[src/rtl/rr_arb_mux_4ch_pkg.sv]
// Shared types and constants for the four-channel round-robin feeder.
package rr_arb_pkg;
    localparam int N_CH = 4;
    typedef logic [1:0] chan_idx_t;
endpackage

[src/rtl/rr_arb_mux_4ch_pick4.sv]
// Combinational round-robin picker: first requester at or after ptr.
module rr_pick4
    import rr_arb_pkg::*;
(
    input  logic [N_CH-1:0] req,
    input  chan_idx_t       ptr,
    output chan_idx_t       gnt_idx,
    output logic            any
);
    logic [N_CH-1:0] rot;
    chan_idx_t       off;

    always_comb begin
        // Bit j of rot is req[(ptr + j) mod 4], so the lowest set bit is the winner offset.
        rot = 4'({req, req} >> ptr);
        off = '0;
        for (int i = N_CH - 1; i >= 0; i--) begin
            if (rot[i]) begin
                off = chan_idx_t'(i);
            end
        end
        gnt_idx = ptr + off;
        any     = |req;
    end
endmodule

[src/rtl/rr_arb_mux_4ch.sv]
// Round-robin arbiter over four valid/ready sources feeding a single-entry
// registered output stage; the grant also drives the downstream mux select.
module rr_arb_mux_4ch
    import rr_arb_pkg::*;
#(
    parameter int WIDTH = 5
) (
    input  logic             clk,
    input  logic             rst_n,
    input  logic [WIDTH-1:0] in0,
    input  logic [WIDTH-1:0] in1,
    input  logic [WIDTH-1:0] in2,
    input  logic [WIDTH-1:0] in3,
    input  logic [N_CH-1:0]  in_valid,
    output logic [N_CH-1:0]  in_ready,
    output logic [1:0]       select,
    output logic             out_valid,
    output logic [WIDTH-1:0] out_data,
    output logic [1:0]       out_chan,
    input  logic             out_ready
);
    chan_idx_t        ptr_reg;
    logic             out_valid_reg;
    logic [WIDTH-1:0] out_data_reg;
    chan_idx_t        out_chan_reg;

    chan_idx_t        gnt;
    logic             any_req;
    logic             load;
    logic [WIDTH-1:0] sel_data;
    logic [WIDTH-1:0] in_arr [N_CH];

    assign in_arr[0] = in0;
    assign in_arr[1] = in1;
    assign in_arr[2] = in2;
    assign in_arr[3] = in3;

    rr_pick4 u_pick (
        .req     (in_valid),
        .ptr     (ptr_reg),
        .gnt_idx (gnt),
        .any     (any_req)
    );

    // The stage may refill in the same cycle the consumer drains it.
    assign load     = !out_valid_reg || out_ready;
    assign select   = gnt;
    assign sel_data = in_arr[gnt];

    generate
        for (genvar gi = 0; gi < N_CH; gi++) begin : g_ready
            assign in_ready[gi] = load && any_req && (gnt == chan_idx_t'(gi));
        end
    endgenerate

    always_ff @(posedge clk or negedge rst_n) begin
        if (!rst_n) begin
            ptr_reg       <= '0;
            out_valid_reg <= 1'b0;
            out_data_reg  <= '0;
            out_chan_reg  <= '0;
        end else if (load && any_req) begin
            out_valid_reg <= 1'b1;
            out_data_reg  <= sel_data;
            out_chan_reg  <= gnt;
            ptr_reg       <= gnt + 2'd1;
        end else if (out_valid_reg && out_ready) begin
            out_valid_reg <= 1'b0;
        end
    end

    assign out_valid = out_valid_reg;
    assign out_data  = out_data_reg;
    assign out_chan  = out_chan_reg;
endmodule

[config.mk]
export PLATFORM = sky130hd
export DESIGN_NAME = rr_arb_mux_4ch
export DESIGN_NICKNAME = d
export VERILOG_FILES = /design/src/rtl/rr_arb_mux_4ch_pkg.sv /design/src/rtl/rr_arb_mux_4ch_pick4.sv /design/src/rtl/rr_arb_mux_4ch.sv
export SDC_FILE = /design/constraint.sdc
export NUM_CORES = 1
export LEC_CHECK = 0
export BUFFER_PORTS_ARGS = -buffer_cell sky130_fd_sc_hd__buf_2
export CAP_MARGIN = 20
export CORE_MARGIN = 5
export CORE_UTILIZATION = 30
export CTS_CLUSTER_DIAMETER = 150
export DETAILED_ROUTE_END_ITERATION = 12
export GPL_TIMING_DRIVEN = 0
export PLACE_DENSITY_LB_ADDON = 0.12
export SETUP_SLACK_MARGIN = 0.15
export SLEW_MARGIN = 0
export SYNTH_ARGS = -nofsm -noshare
export SYNTH_HDL_FRONTEND = slang
export SYNTH_SLANG_ARGS = --single-unit
[constraint.sdc]
create_clock -name clk -period 3.7 [get_ports clk]
set_input_delay 0.185 -clock clk [delete_from_list [all_inputs] [get_ports clk]]
set_output_delay 0.185 -clock clk [all_outputs]
set_load 0.02 [all_outputs]
==> impl_table.tex, run 1 <==
\begin{tabular}{lr}
\hline
Metric & Value \\
\hline
\multicolumn{2}{l}{\textbf{Cells and area}} \\
Summed area of non-filler cells in the final layout & around 0.0013 sq mm \\
Leading cell types in the layout, fill and taps excluded & 42 x sky130\_fd\_sc\_hd\_\_buf\_2, 20 x sky130\_fd\_sc\_hd\_\_o2111ai\_1, 10 x sky130\_fd\_sc\_hd\_\_mux2\_2, 10 x sky130\_fd\_sc\_hd\_\_dfrtp\_1, 8 x sky130\_fd\_sc\_hd\_\_nor2\_1 \\
Synth-to-layout area growth & 29.1\% \\
Number of flip-flops under the largest register name & 5 \\
Net count, final & between 150 and 200 \\
Layout Utilization & 0.398 \\
Most common cell after layout, fill and taps aside & sky130\_fd\_sc\_hd\_\_buf\_2 \\
Fraction of layout instances using a drive strength above 1 & 0.442 \\
Antenna diode instance count & 0 \\
\multicolumn{2}{l}{\textbf{Detailed routing}} \\
Total Wirelength & approximately 2800 um \\
Drt initial violations & 35 \\
Detail Route Antenna Nets & 0 \\
Post-DR wirelength/cell & approximately 14 um \\
Number of search-and-repair iterations in the first detailed-routing pass & 4 \\
\# DRC & 0 \\
Vias per cell & roughly 5.3 \\
Vias & 1065 \\
\multicolumn{2}{l}{\textbf{Place}} \\
Detailed placement HPWL & approximately 2200 um \\
Gp weighted congestion & 0.714 \\
Buffers added on ports & 39 \\
Placement Cell Area & between 0.001 and 0.0015 sq mm \\
\multicolumn{2}{l}{\textbf{Hold path}} \\
Endpoint, Worst Hold & out\_valid\$\_DFFE\_PN0P\_ \\
Hold/Removal Path Class & in -> reg \\
Worst hold start & out\_ready \\
Worst Hold Depth & 4 \\
\multicolumn{2}{l}{\textbf{Logic synthesis}} \\
Post-synthesis register bit count & 10 \\
Post-Syn Instances & between 100 and 150 \\
Combined area of all synthesized cells & 0.00103 sq mm \\
Number of unique standard cell types used by synthesis & 34 \\
Net Count, Synth & about 140 \\
Mean post-synth cell area & around 9.3 sq um \\
Synth warnings & 0 \\
Register area share after synthesis & 0.243 \\
\multicolumn{2}{l}{\textbf{Worst setup path}} \\
Reg2reg start & ptr\_reg[1]\$\_DFFE\_PN0P\_ \\
Critical Path AT & 2850 ps \\
Cells on worst reg2reg path & 13 \\
Top delay family on crit path & buffers and inverters \\
Largest driver fanout on the critical path & 10 \\
Cell with the most instances on the worst path & sky130\_fd\_sc\_hd\_\_a21oi\_1 \\
Peak per-stage delay on the critical path & 460 ps \\
Worst flop-to-flop path endpoint & out\_data[4]\$\_DFFE\_PN0P\_ \\
Critical Path RT & approximately 3500 ps \\
Startpoint class of the critical path & flop \\
Library cell contributing the largest single delay on the critical path & sky130\_fd\_sc\_hd\_\_clkbuf\_1 \\
Crit path kind & reg -> out \\
Reg2Reg Setup Slack & around 670 ps \\
Critical Path End Type & output pin \\
Critical path cell sequence & buf\_2 -> inv\_2 -> nand2\_1 -> a21oi\_1 -> nor2\_1 -> a21oi\_1 -> a21oi\_1 -> ha\_1 -> clkbuf\_1 -> nand2\_1 -> nor2\_1 -> buf\_2 \\
Crit path buffers/inverters & 4 \\
\multicolumn{2}{l}{\textbf{Global route}} \\
Met3 Resource Use GR & 0.0292 \\
Wire length of the first global-routing pass & about 4700 um \\
Global route hottest layer & met2 \\
Remaining Overflow, GRT & 0 \\
Vias in the first global route & about 1000 \\
Maximum number of pins on one net before global-route repair & 11 \\
M1 GR Usage & 0.157 \\
Global-route track usage on met2 & 0.234 \\
Number of antenna violations at the first check in global routing & 0 \\
Global routing usage summed across all routing layers & 0.130 \\
\multicolumn{2}{l}{\textbf{Floorplanning}} \\
Row cnt & 21 \\
Die outline area & 0.00470 sq mm \\
Floorplan Core Area & 0.00334 sq mm \\
Die Span Y & 68.6 um \\
Horizontal die dimension & just under 70 um \\
Initial core utilization & 0.308 \\
Number of placed I/O pins & 41 \\
\multicolumn{2}{l}{\textbf{CTS}} \\
Number of buffers inserted to repair setup after CTS & 0 \\
Worst-path clk slew & 70 ps \\
Hold-fix buffers, CTS & 1 \\
Maximum clock insertion buffer count & 2 \\
Count of H-tree levels built during CTS & 1 \\
Num CTS Buffers & 3 \\
Number of sinks handled by clock tree synthesis & 10 \\
TritonCTS clock tree & done \\
Clk\_lat worst skew & $\sim$270 ps \\
Clock root buffer & sky130\_fd\_sc\_hd\_\_clkbuf\_4 \\
Number of resized instances in the post-cts repair step & 0 \\
\multicolumn{2}{l}{\textbf{Timing}} \\
Total Negative Setup Slacks & 0 ps \\
Rel. slew slack & 0.548 \\
Final period demand of the worst path & between 3000 and 4000 ps \\
Number of hold violations in the final report & 0 \\
Slew at the pin with the worst max-slew slack & roughly 680 ps \\
Number of setup violations in the final report & 0 \\
RSZ-0062 raised after global routing & false \\
Number of pins exceeding their max-slew limit in the final report & 0 \\
Setup skew after layout & 8.54 ps \\
Peak clock frequency supported by timing & approximately 0.33 GHz \\
Share of the cycle needed by the critical path after routing & 0.821 \\
\multicolumn{2}{l}{\textbf{Run status}} \\
Result of the run & complete, no violations \\
\multicolumn{2}{l}{\textbf{Power and ir drop}} \\
Power per cell area & approximately 920 mW/mm\^{}2 \\
Leakage power figure & slightly above 0.6 nW \\
Worst vdd ir & approximately 0.0004 V \\
\multicolumn{2}{l}{\textbf{Run}} \\
Max-capacitance violation count & 0 \\
\hline
\end{tabular}
per-stage QoR:
stage | hold slack (ps) | setup slack [ps] | power [W] | std cells
after floorplan | -111 | 963 | 0.000894 | 110
after global placement | 55.9 | 697 | 0.00111 | 195
after detailed placement | 65.1 | 642 | 0.00113 | 195
after CTS | 175 | 596 | 0.00123 | 200
after global routing | 197 | 411 | 0.00133 | 200
final | 175 | 661 | 0.00122 | 200
cell usage after synthesis:
| cell | instances | area [sq um] |
|---|---|---|
| sky130_fd_sc_hd__nand4_1 | 5 | 31.3 |
| sky130_fd_sc_hd__o21a_1 | 1 | 7.51 |
| sky130_fd_sc_hd__nor3_1 | 2 | 10.0 |
| sky130_fd_sc_hd__xnor2_1 | 1 | 8.76 |
| sky130_fd_sc_hd__inv_1 | 2 | 7.51 |
| sky130_fd_sc_hd__mux2_2 | 10 | 113 |
| sky130_fd_sc_hd__nor2_1 | 8 | 30.0 |
| sky130_fd_sc_hd__nand2_1 | 7 | 26.3 |
| sky130_fd_sc_hd__inv_2 | 2 | 7.51 |
| sky130_fd_sc_hd__o2111ai_1 | 20 | 175 |
| sky130_fd_sc_hd__mux2i_1 | 1 | 10.0 |
| sky130_fd_sc_hd__a211o_4 | 1 | 17.5 |
| sky130_fd_sc_hd__nor3_2 | 1 | 10.0 |
| sky130_fd_sc_hd__xnor2_2 | 2 | 32.5 |
| sky130_fd_sc_hd__and2_1 | 1 | 6.26 |
| sky130_fd_sc_hd__ha_1 | 1 | 12.5 |
| sky130_fd_sc_hd__buf_6 | 1 | 11.3 |
| sky130_fd_sc_hd__nand2b_4 | 2 | 27.5 |
| sky130_fd_sc_hd__dfrtp_1 | 10 | 250 |
| sky130_fd_sc_hd__a21o_1 | 6 | 45.0 |
| sky130_fd_sc_hd__a211oi_2 | 1 | 12.5 |
| sky130_fd_sc_hd__buf_2 | 3 | 15.0 |
| sky130_fd_sc_hd__clkbuf_1 | 4 | 15.0 |
| sky130_fd_sc_hd__o21ai_0 | 2 | 10.0 |
| sky130_fd_sc_hd__a2111oi_4 | 1 | 27.5 |
| sky130_fd_sc_hd__and2b_1 | 1 | 7.51 |
| sky130_fd_sc_hd__o31ai_1 | 1 | 7.51 |
| sky130_fd_sc_hd__a21oi_1 | 5 | 25.0 |
| sky130_fd_sc_hd__xnor3_1 | 1 | 22.5 |
| sky130_fd_sc_hd__nor4_1 | 1 | 6.26 |
| sky130_fd_sc_hd__nor2b_1 | 2 | 12.5 |
| sky130_fd_sc_hd__buf_1 | 2 | 7.51 |
| sky130_fd_sc_hd__nand3b_1 | 1 | 7.51 |
| sky130_fd_sc_hd__nor4_2 | 1 | 12.5 |
power by group:
part	total, W	internal [W]	switching (W)	leakage [nW]
Combinational	0.000923	0.000386	0.000538	0.470
Sequential	0.000194	0.000160	0.0000336	0.118
Clock	0.0000991	0.0000598	0.0000394	0.0210
Total	0.00122	0.000606	0.000611	0.609
worst min-delay path: cells and delay by family:
family                 cells  cell delay (ps)
buffers and inverters      2              130
AND/OR/NAND/NOR            2              100
cell type report:
cell class              count  area [sq um]
repair buffers             40           205
multi-input cells          86           714
inverters                   4          15.0
well taps                  46          57.6
fillers                   361          2010
clock buffers               4          36.3
plain buffers              10          48.8
flip-flops and latches     10           250
how the worst max path moves through the flow:
stage | slack (ps) | cells after the start | start | to
3_5_place_dp | 640 | 13 | ptr_reg[1]$_DFFE_PN0P_ | out_data[4]$_DFFE_PN0P_
4_1_cts | 600 | 12 | ptr_reg[1]$_DFFE_PN0P_ | in_ready[1]
3_3_place_gp | 700 | 13 | ptr_reg[1]$_DFFE_PN0P_ | out_data[4]$_DFFE_PN0P_
6_report | 660 | 12 | ptr_reg[1]$_DFFE_PN0P_ | in_ready[1]
5_1_grt | 410 | 12 | ptr_reg[1]$_DFFE_PN0P_ | in_ready[1]
2_1_floorplan | 960 | 13 | ptr_reg[1]$_DFFE_PN0P_ | out_data[1]$_DFFE_PN0P_
metal layers:
layer	share of wire	wire (um)	vias up
li1	-	-	527
met5	0	0	-
met3	0.052	143	2
met1	0.41	1130	508
met4	0.0043	12	0
met2	0.54	1490	28
kinds of logic after synthesis:
family          after synthesis  share of synthesized area
simple gates                 32                      0.183
compound gates               38                      0.319
mux                          11                      0.119
flops                        10                      0.243
xor+xnor                      4                     0.0620
buf+inv                      14                     0.0620
fa+ha+maj                     1                     0.0122
No activity file was read; power rests on OpenSTA's default activity.
==> inputs of run 2 (changes only) <==
--- a/config.mk
+++ b/config.mk
@@ -5,6 +5,7 @@
 export SDC_FILE = /design/constraint.sdc
 export NUM_CORES = 1
 export LEC_CHECK = 0
+export ABC_AREA = 1
 export BUFFER_PORTS_ARGS = -buffer_cell sky130_fd_sc_hd__buf_2
 export CAP_MARGIN = 20
 export CORE_MARGIN = 5
==> constraint.sdc (replaced) <==
create_clock -name clk -period 2.6 [get_ports clk]
set_input_delay 0.13 -clock clk [delete_from_list [all_inputs] [get_ports clk]]
set_output_delay 0.13 -clock clk [all_outputs]
set_load 0.02 [all_outputs]
==> impl_table.tex, run 2 <==
\begin{tabular}{lr}
\hline
Metric & Value \\
\hline
\multicolumn{2}{l}{\textbf{Floorplanning}} \\
Number of placed I/O pins & 41 (unchanged) \\
Floorplan Core Area & 0.00271 sq mm (was 0.00334 sq mm) \\
Initial core utilization & 0.309 (was 0.308) \\
Row cnt & 19 (was 21) \\
Die Span Y & 62.8 um (was 68.6 um) \\
Die outline area & 0.00395 sq mm (was 0.00470 sq mm) \\
Horizontal die dimension & 62.8 um (was 68.6 um) \\
\multicolumn{2}{l}{\textbf{Timing}} \\
Setup skew after layout & 5.49 ps (was 8.54 ps) \\
Slew at the pin with the worst max-slew slack & 352 ps (was 676 ps) \\
Total Negative Setup Slacks & 0 ps (unchanged) \\
RSZ-0062 raised after global routing & true (was false) \\
Peak clock frequency supported by timing & approximately 0.43 GHz \\
Final period demand of the worst path & 2330 ps \\
Minimum setup slack in the final design & 269 ps (was 661 ps) \\
Share of the cycle needed by the critical path after routing & 0.897 \\
Number of pins exceeding their max-slew limit in the final report & 0 (unchanged) \\
Number of setup violations in the final report & 0 (unchanged) \\
Rel. slew slack & 0.765 (was 0.548) \\
Number of hold violations in the final report & 0 (unchanged) \\
\multicolumn{2}{l}{\textbf{Cells and area}} \\
Fraction of layout instances using a drive strength above 1 & 0.599 (was 0.442) \\
Number of flip-flops under the largest register name & 5 (unchanged) \\
Net count, final & 191 (was 183) \\
Antenna diode instance count & 0 (unchanged) \\
Leading cell types in the layout, fill and taps excluded & 36 x sky130\_fd\_sc\_hd\_\_buf\_2, 22 x sky130\_fd\_sc\_hd\_\_nand2\_1, 15 x sky130\_fd\_sc\_hd\_\_nand3\_1 (was 42 x sky130\_fd\_sc\_hd\_\_buf\_2, 20 x sky130\_fd\_sc\_hd\_\_o2111ai\_1, 10 x sky130\_fd\_sc\_hd\_\_mux2\_2, 10 x sky130\_fd\_sc\_hd\_\_dfrtp\_1, 8 x sky130\_fd\_sc\_hd\_\_nor2\_1) \\
Non-Filler Instances & 193 (was 200) \\
Summed area of non-filler cells in the final layout & 0.00132 sq mm (was 0.00133 sq mm) \\
Layout Utilization & 0.486 (was 0.398) \\
Most common cell after layout, fill and taps aside & sky130\_fd\_sc\_hd\_\_buf\_2 (unchanged) \\
Synth-to-layout area growth & 57.4\% (was 29.1\%) \\
Filler cells & 283 (was 361) \\
\multicolumn{2}{l}{\textbf{Logic synthesis}} \\
Post-Syn Instances & 105 (was 110) \\
Share of the synthesized area in the top cell type & 0.299 (was 0.243) \\
Leading cell types by count after synthesis & 28 x sky130\_fd\_sc\_hd\_\_nand2\_1, 20 x sky130\_fd\_sc\_hd\_\_nand3\_1, 10 x sky130\_fd\_sc\_hd\_\_dfrtp\_1, 10 x sky130\_fd\_sc\_hd\_\_mux2i\_1, 10 x sky130\_fd\_sc\_hd\_\_nand2\_2 (was 20 x sky130\_fd\_sc\_hd\_\_o2111ai\_1, 10 x sky130\_fd\_sc\_hd\_\_dfrtp\_1, 10 x sky130\_fd\_sc\_hd\_\_mux2\_2) \\
EDFF count, synth & 0 (unchanged) \\
Register area share after synthesis & 0.299 (was 0.243) \\
Number of unique standard cell types used by synthesis & 20 (was 34) \\
Combined area of all synthesized cells & 837 sq um (was 0.00103 sq mm) \\
Mean post-synth cell area & 7.97 sq um (was 9.35 sq um) \\
Synth warnings & 0 (unchanged) \\
Fraction of registers with async set/reset & 1.00 (unchanged) \\
Post-synthesis register bit count & 10 (unchanged) \\
Area leader, netlist & sky130\_fd\_sc\_hd\_\_dfrtp\_1 (unchanged) \\
Most common cell in the synthesized netlist & sky130\_fd\_sc\_hd\_\_nand2\_1 (was sky130\_fd\_sc\_hd\_\_o2111ai\_1) \\
Net Count, Synth & 133 (was 138) \\
Main flop type after synthesis & sky130\_fd\_sc\_hd\_\_dfrtp\_1 (unchanged) \\
Ranking of synthesized cells by area & sky130\_fd\_sc\_hd\_\_dfrtp\_1 30\%, sky130\_fd\_sc\_hd\_\_nand2\_1 13\%, sky130\_fd\_sc\_hd\_\_mux2i\_1 12\%, sky130\_fd\_sc\_hd\_\_nand3\_1 12\%, sky130\_fd\_sc\_hd\_\_nand2\_2 7.5\% (was sky130\_fd\_sc\_hd\_\_dfrtp\_1 24\%, sky130\_fd\_sc\_hd\_\_o2111ai\_1 17\%, sky130\_fd\_sc\_hd\_\_mux2\_2 11\%, sky130\_fd\_sc\_hd\_\_a21o\_1 4.4\%, sky130\_fd\_sc\_hd\_\_xnor2\_2 3.2\%) \\
\multicolumn{2}{l}{\textbf{Detailed routing}} \\
Drt initial violations & 55 (was 35) \\
Vias & 899 (was 1065) \\
Number of search-and-repair iterations in the first detailed-routing pass & 4 (unchanged) \\
Total Wirelength & 2300 um (was 2780 um) \\
\# DRC & 0 (unchanged) \\
Post-DR wirelength/cell & 11.9 um (was 13.9 um) \\
Detail Route Antenna Nets & 0 (unchanged) \\
Vias per cell & 4.66 (was 5.33) \\
\multicolumn{2}{l}{\textbf{CTS}} \\
Maximum clock insertion buffer count & 2 (unchanged) \\
Number of sinks handled by clock tree synthesis & 10 (unchanged) \\
Worst-path clk slew & 60 ps (was 70 ps) \\
Clk\_lat worst skew & 260 ps (was 270 ps) \\
TritonCTS clock tree & done (unchanged) \\
Count of H-tree levels built during CTS & 1 (unchanged) \\
Num CTS Buffers & 3 (unchanged) \\
Clock root buffer & sky130\_fd\_sc\_hd\_\_clkbuf\_4 (unchanged) \\
\multicolumn{2}{l}{\textbf{Global route}} \\
Vias in the first global route & 831 (was 1045) \\
Global routing usage summed across all routing layers & 0.115 (was 0.130) \\
Number of antenna violations at the first check in global routing & 0 (unchanged) \\
Wire length of the first global-routing pass & 3710 um (was 4720 um) \\
Remaining Overflow, GRT & 0 (unchanged) \\
Maximum number of pins on one net before global-route repair & 11 (unchanged) \\
\multicolumn{2}{l}{\textbf{Power and ir drop}} \\
Worst vdd ir & 0.000886 V (was 0.000400 V) \\
Power per cell area & 1900 mW/mm\^{}2 (was 916 mW/mm\^{}2) \\
Leakage power figure & 0.710 nW (was 0.609 nW) \\
\multicolumn{2}{l}{\textbf{Place}} \\
Detailed placement HPWL & 1710 um (was 2200 um) \\
Buffers added on ports & 40 (was 39) \\
Dpl ws & 323 ps (was 642 ps) \\
Placement Cell Area & 0.00108 sq mm (was 0.00128 sq mm) \\
Placed Cells & 176 (was 195) \\
Gp weighted congestion & 0.826 (was 0.714) \\
\multicolumn{2}{l}{\textbf{Worst setup path}} \\
Cells on worst reg2reg path & 16 (was 13) \\
Crit path kind & reg -> out (unchanged) \\
Startpoint class of the critical path & flop (unchanged) \\
Critical Path RT & 2470 ps (was 3510 ps) \\
Largest driver fanout on the critical path & 7 (was 10) \\
Worst flop-to-flop path endpoint & out\_data[0]\$\_DFFE\_PN0P\_ (was out\_data[4]\$\_DFFE\_PN0P\_) \\
Critical Path End Type & output pin (unchanged) \\
Reg2reg start & ptr\_reg[0]\$\_DFFE\_PN0P\_ (was ptr\_reg[1]\$\_DFFE\_PN0P\_) \\
Reg2Reg Setup Slack & 400 ps (was 670 ps) \\
Critical Path AT & 2200 ps (was 2850 ps) \\
\multicolumn{2}{l}{\textbf{Hold path}} \\
Worst hold start & out\_ready (unchanged) \\
Worst Hold Depth & 4 (unchanged) \\
Endpoint, Worst Hold & out\_valid\$\_DFFE\_PN0P\_ (unchanged) \\
Hold/Removal Path Class & in -> reg (unchanged) \\
\multicolumn{2}{l}{\textbf{Run}} \\
Max-capacitance violation count & 0 (unchanged) \\
\multicolumn{2}{l}{\textbf{Run status}} \\
Result of the run & complete, no violations (unchanged) \\
\hline
\end{tabular}
==> run 2: cell count changes after synthesis, sizes merged, moves of 6 or more <==
cell / delta
nand2: +34
nand3: +23
o2111ai: -20
mux2: -10
mux2i: +9
a21o: -6
==> run 2: per-layer routing <==
metal	global-route usage	wire length [um]
met1	0.138	982
met2	0.198	1170
met3	0.0324	130
met4	0.0318	23
met5	0	0
==> run 2: stage by stage <==
step | power [W] | hold WS (ps)
final | 0.00250 | 118
after CTS | 0.00206 | 110
after detailed placement | 0.00187 | 8.17
after floorplan | 0.00153 | -166
after global placement | 0.00186 | 1.29
after global routing | 0.00271 | 128
==> run 2: worst max path at each step <==
stage | startpoint | to | slack (ps) | cells past startpoint
2_1_floorplan | ptr_reg[1]$_DFFE_PN0P_ | in_ready[0] | 440 | 11
3_3_place_gp | ptr_reg[0]$_DFFE_PN0P_ | in_ready[1] | 320 | 13
3_5_place_dp | ptr_reg[0]$_DFFE_PN0P_ | in_ready[1] | 320 | 13
4_1_cts | ptr_reg[1]$_DFFE_PN0P_ | in_ready[3] | 170 | 14
5_1_grt | ptr_reg[0]$_DFFE_PN0P_ | in_ready[0] | 120 | 13
6_report | ptr_reg[0]$_DFFE_PN0P_ | in_ready[3] | 270 | 14
==> run 2: cell families after synthesis <==
logic type | Yosys count | share of synthesized area
compound gates | 3 | 0.0239
xor+xnor | 1 | 0.0329
fa+ha+maj | 1 | 0.0149
buf+inv | 11 | 0.0613
flops | 10 | 0.299
mux | 10 | 0.120
simple gates | 69 | 0.448
==> run 2: area by class of cell <==
cell class	instances	area [sq um]	area share
multi-input combinational	84	601	0.456
timing repair buffer	53	322	0.244
sequential	10	251	0.191
inverter	9	46.3	0.0351
tap	31	38.8	0.0294
clock buffer	4	36.3	0.0275
buffer	2	22.5	0.0171
==> run 2: worst max-delay path, stage by stage, from the launching register on <==
cell and delay, ps:
sky130_fd_sc_hd__dfrtp_2 440, sky130_fd_sc_hd__inv_4 80, sky130_fd_sc_hd__nand2_4 80, sky130_fd_sc_hd__nand3_2 70, sky130_fd_sc_hd__nand2_2 90, sky130_fd_sc_hd__nand3_2 50
sky130_fd_sc_hd__a21boi_1 140, sky130_fd_sc_hd__ha_2 240, sky130_fd_sc_hd__xor2_4 240, sky130_fd_sc_hd__inv_2 70, sky130_fd_sc_hd__nand3_4 100, sky130_fd_sc_hd__nand2_8 90
sky130_fd_sc_hd__nand2_4 70, sky130_fd_sc_hd__nor2_2 40, sky130_fd_sc_hd__buf_6 120
==> run 2: power breakdown <==
group          switching, W  leakage (nW)  internal, W
logic               0.00113         0.572     0.000943
clock network     0.0000550        0.0210    0.0000850
registers         0.0000526         0.117     0.000237
total               0.00124         0.710      0.00126
==> run 2: timing repair <==
| action | CTS | global route |
|---|---|---|
| buffers inserted | 1 | 11 |
| hold buffers | 1 | 0 |
| hold endpoints to repair | 10 | 0 |
| setup endpoints to repair | 5 | 5 |
| resized for setup | 5 | 28 |
| pin swaps | 2 | 7 |
==> inputs of run 3 (changes only) <==
--- a/config.mk
+++ b/config.mk
@@ -7,13 +7,14 @@
 export LEC_CHECK = 0
 export ABC_AREA = 1
 export BUFFER_PORTS_ARGS = -buffer_cell sky130_fd_sc_hd__buf_2
-export CAP_MARGIN = 20
+export CAP_MARGIN = 0
 export CORE_MARGIN = 5
 export CORE_UTILIZATION = 30
 export CTS_CLUSTER_DIAMETER = 150
 export DETAILED_ROUTE_END_ITERATION = 12
 export GPL_TIMING_DRIVEN = 0
 export PLACE_DENSITY_LB_ADDON = 0.12
+export RECOVER_POWER = 50
 export SETUP_SLACK_MARGIN = 0.15
 export SLEW_MARGIN = 0
 export SYNTH_ARGS = -nofsm -noshare
==> constraint.sdc (replaced) <==
create_clock -name clk -period 2.6 [get_ports clk]
set_input_delay 0.52 -clock clk [delete_from_list [all_inputs] [get_ports clk]]
set_output_delay 0.52 -clock clk [all_outputs]
set_load 0.02 [all_outputs]
==> impl_table.tex, run 3 (synthesis gave the netlist of run 2 again) <==
\begin{tabular}{lr}
\hline
Metric & Value \\
\hline
\multicolumn{2}{l}{\textbf{Timing}} \\
Setup skew after layout & 5.30 ps (was 5.49 ps) \\
Rel. slew slack & 0.624 (was 0.765) \\
Peak clock frequency supported by timing & 0.364 GHz (was 0.429 GHz) \\
Slew at the pin with the worst max-slew slack & 563 ps (was 352 ps) \\
Share of the cycle needed by the critical path after routing & 1.06 (was 0.897) \\
Number of pins exceeding their max-slew limit in the final report & 0 (unchanged) \\
RSZ-0062 raised after global routing & true (unchanged) \\
Number of hold violations in the final report & 0 (unchanged) \\
Minimum setup slack in the final design & -149 ps (was 269 ps) \\
Number of setup violations in the final report & 5 (was 0) \\
Final period demand of the worst path & 2750 ps (was 2330 ps) \\
\multicolumn{2}{l}{\textbf{Global route}} \\
Number of antenna violations at the first check in global routing & 0 (unchanged) \\
Maximum number of pins on one net before global-route repair & 11 (unchanged) \\
Vias in the first global route & 952 (was 831) \\
Wire length of the first global-routing pass & 4150 um (was 3710 um) \\
Remaining Overflow, GRT & 0 (unchanged) \\
Global routing usage summed across all routing layers & 0.126 (was 0.115) \\
\multicolumn{2}{l}{\textbf{Detailed routing}} \\
Drt initial violations & 24 (was 55) \\
Post-DR wirelength/cell & 12.7 um (was 11.9 um) \\
Detail Route Antenna Nets & 0 (unchanged) \\
Total Wirelength & 2430 um (was 2300 um) \\
Vias & 902 (was 899) \\
Vias per cell & 4.70 (was 4.66) \\
\# DRC & 0 (unchanged) \\
Number of search-and-repair iterations in the first detailed-routing pass & 4 (unchanged) \\
\multicolumn{2}{l}{\textbf{Place}} \\
Gp weighted congestion & 0.814 (was 0.826) \\
Buffers added on ports & 40 (unchanged) \\
Detailed placement HPWL & 1680 um (was 1710 um) \\
Placement Cell Area & 0.00109 sq mm (was 0.00108 sq mm) \\
\multicolumn{2}{l}{\textbf{Worst setup path}} \\
Critical Path End Type & output pin (unchanged) \\
Cells on worst reg2reg path & 12 (was 16) \\
Crit path kind & reg -> out (unchanged) \\
Critical Path RT & 2080 ps (was 2470 ps) \\
Largest driver fanout on the critical path & 6 (was 7) \\
Worst flop-to-flop path endpoint & out\_data[1]\$\_DFFE\_PN0P\_ (was out\_data[0]\$\_DFFE\_PN0P\_) \\
Critical Path AT & 2230 ps (was 2200 ps) \\
Startpoint class of the critical path & flop (unchanged) \\
Reg2Reg Setup Slack & 450 ps (was 400 ps) \\
Reg2reg start & ptr\_reg[0]\$\_DFFE\_PN0P\_ (unchanged) \\
\multicolumn{2}{l}{\textbf{Floorplanning}} \\
Number of placed I/O pins & 41 (unchanged) \\
Die outline area & 0.00395 sq mm (unchanged) \\
Horizontal die dimension & 62.8 um (unchanged) \\
Die Span Y & 62.8 um (unchanged) \\
Initial core utilization & 0.309 (unchanged) \\
Floorplan Core Area & 0.00271 sq mm (unchanged) \\
Row cnt & 19 (unchanged) \\
\multicolumn{2}{l}{\textbf{CTS}} \\
Num CTS Buffers & 3 (unchanged) \\
Number of sinks handled by clock tree synthesis & 10 (unchanged) \\
TritonCTS clock tree & done (unchanged) \\
Worst-path clk slew & 70 ps (was 60 ps) \\
Hold-fix buffers, CTS & 0 (was 1) \\
Clk\_lat worst skew & 280 ps (was 260 ps) \\
Clock root buffer & sky130\_fd\_sc\_hd\_\_clkbuf\_4 (unchanged) \\
Maximum clock insertion buffer count & 2 (unchanged) \\
Count of H-tree levels built during CTS & 1 (unchanged) \\
\multicolumn{2}{l}{\textbf{Cells and area}} \\
Synth-to-layout area growth & 59.5\% (was 57.4\%) \\
Fraction of layout instances using a drive strength above 1 & 0.609 (was 0.599) \\
Net count, final & 190 (was 191) \\
Antenna diode instance count & 0 (unchanged) \\
Most common cell after layout, fill and taps aside & sky130\_fd\_sc\_hd\_\_buf\_2 (unchanged) \\
Leading cell types in the layout, fill and taps excluded & 31 x sky130\_fd\_sc\_hd\_\_buf\_2, 20 x sky130\_fd\_sc\_hd\_\_nand2\_1, 16 x sky130\_fd\_sc\_hd\_\_nand2\_2 (was 36 x sky130\_fd\_sc\_hd\_\_buf\_2, 22 x sky130\_fd\_sc\_hd\_\_nand2\_1, 15 x sky130\_fd\_sc\_hd\_\_nand3\_1) \\
Summed area of non-filler cells in the final layout & 0.00134 sq mm (was 0.00132 sq mm) \\
Number of flip-flops under the largest register name & 5 (unchanged) \\
\multicolumn{2}{l}{\textbf{Run status}} \\
Violated checks & setup timing \\
Result of the run & finished, violations left (was complete, no violations) \\
\multicolumn{2}{l}{\textbf{Hold path}} \\
Hold/Removal Path Class & in -> async (was in -> reg) \\
\multicolumn{2}{l}{\textbf{Run}} \\
Max-capacitance violation count & 0 (unchanged) \\
\hline
\end{tabular}
## run 3: cell types whose count changed in the layout (fill, tap and decap cells not counted), sizes merged
| cell | previous run | this run |
|---|---|---|
| buf | 54 | 49 |
| dlygate4sd3 | 1 | 0 |
| clkbuf | 4 | 9 |
## run 3: through the flow
stage	hold slack (ps)	worst slack, ps	util	TNS (ps)	cells
after floorplan	224	152	-	0	105
after global placement	390	-160	0.404	-683	176
after detailed placement	397	-181	0.404	-780	176
after CTS	97.8	-154	0.473	-627	187
after global routing	241	-258	0.493	-1080	192
final	201	-149	0.493	-602	192
## run 3: what timing repair did
item / CTS / global route
pin swaps: 10 / 5
endpoints found under the setup margin: 5 / 5
resized for setup: 30 / 6
setup buffers: 7 / 5
## run 3: routing by layer
| metal | vias to the layer above | routed length (um) | track usage |
|---|---|---|---|
| met5 | - | 0 | 0 |
| met3 | 3 | 146 | 0.0414 |
| met1 | 415 | 1010 | 0.141 |
| met4 | 0 | 12 | 0.0345 |
| li1 | 453 | - | - |
| met2 | 31 | 1260 | 0.228 |
## run 3: how the worst max path moves through the flow
stage	from	to	slack, ps	depth (start not counted)
floorplan	in_valid[3]	in_ready[3]	150	12
global placement	in_valid[3]	in_ready[3]	-160	14
detailed placement	in_valid[3]	in_ready[2]	-180	14
CTS	ptr_reg[0]$_DFFE_PN0P_	in_ready[2]	-150	14
global route	ptr_reg[0]$_DFFE_PN0P_	in_ready[3]	-260	14
finish	ptr_reg[0]$_DFFE_PN0P_	in_ready[2]	-150	14
## run 3: worst max-delay path, cell delays in order, from the launching register on
cell and delay [ps]:
sky130_fd_sc_hd__dfrtp_2 450, sky130_fd_sc_hd__inv_4 80, sky130_fd_sc_hd__nand2_2 80, sky130_fd_sc_hd__nand3_2 70
sky130_fd_sc_hd__nand2_2 100, sky130_fd_sc_hd__nand3_2 60, sky130_fd_sc_hd__a21boi_1 130, sky130_fd_sc_hd__ha_2 240
sky130_fd_sc_hd__xor2_4 240, sky130_fd_sc_hd__inv_2 70, sky130_fd_sc_hd__nand3_4 100, sky130_fd_sc_hd__nand2_8 90
sky130_fd_sc_hd__nand3_4 70, sky130_fd_sc_hd__inv_2 40, sky130_fd_sc_hd__buf_6 120
## run 3: area by class of cell
| class | instances | area (sq um) |
|---|---|---|
| Timing Repair Buffer | 52 | 313 |
| Inverter | 9 | 43.8 |
| Tap cell | 31 | 38.8 |
| Sequential cell | 10 | 251 |
| Multi-Input combinational cell | 84 | 626 |
| Buffer | 2 | 26.3 |
| Fill cell | 284 | 1380 |
| Clock buffer | 4 | 36.3 |
Power of run 3 is not shown: default switching activity piles up to over one toggle a cycle in this logic, so the estimate is an artifact.
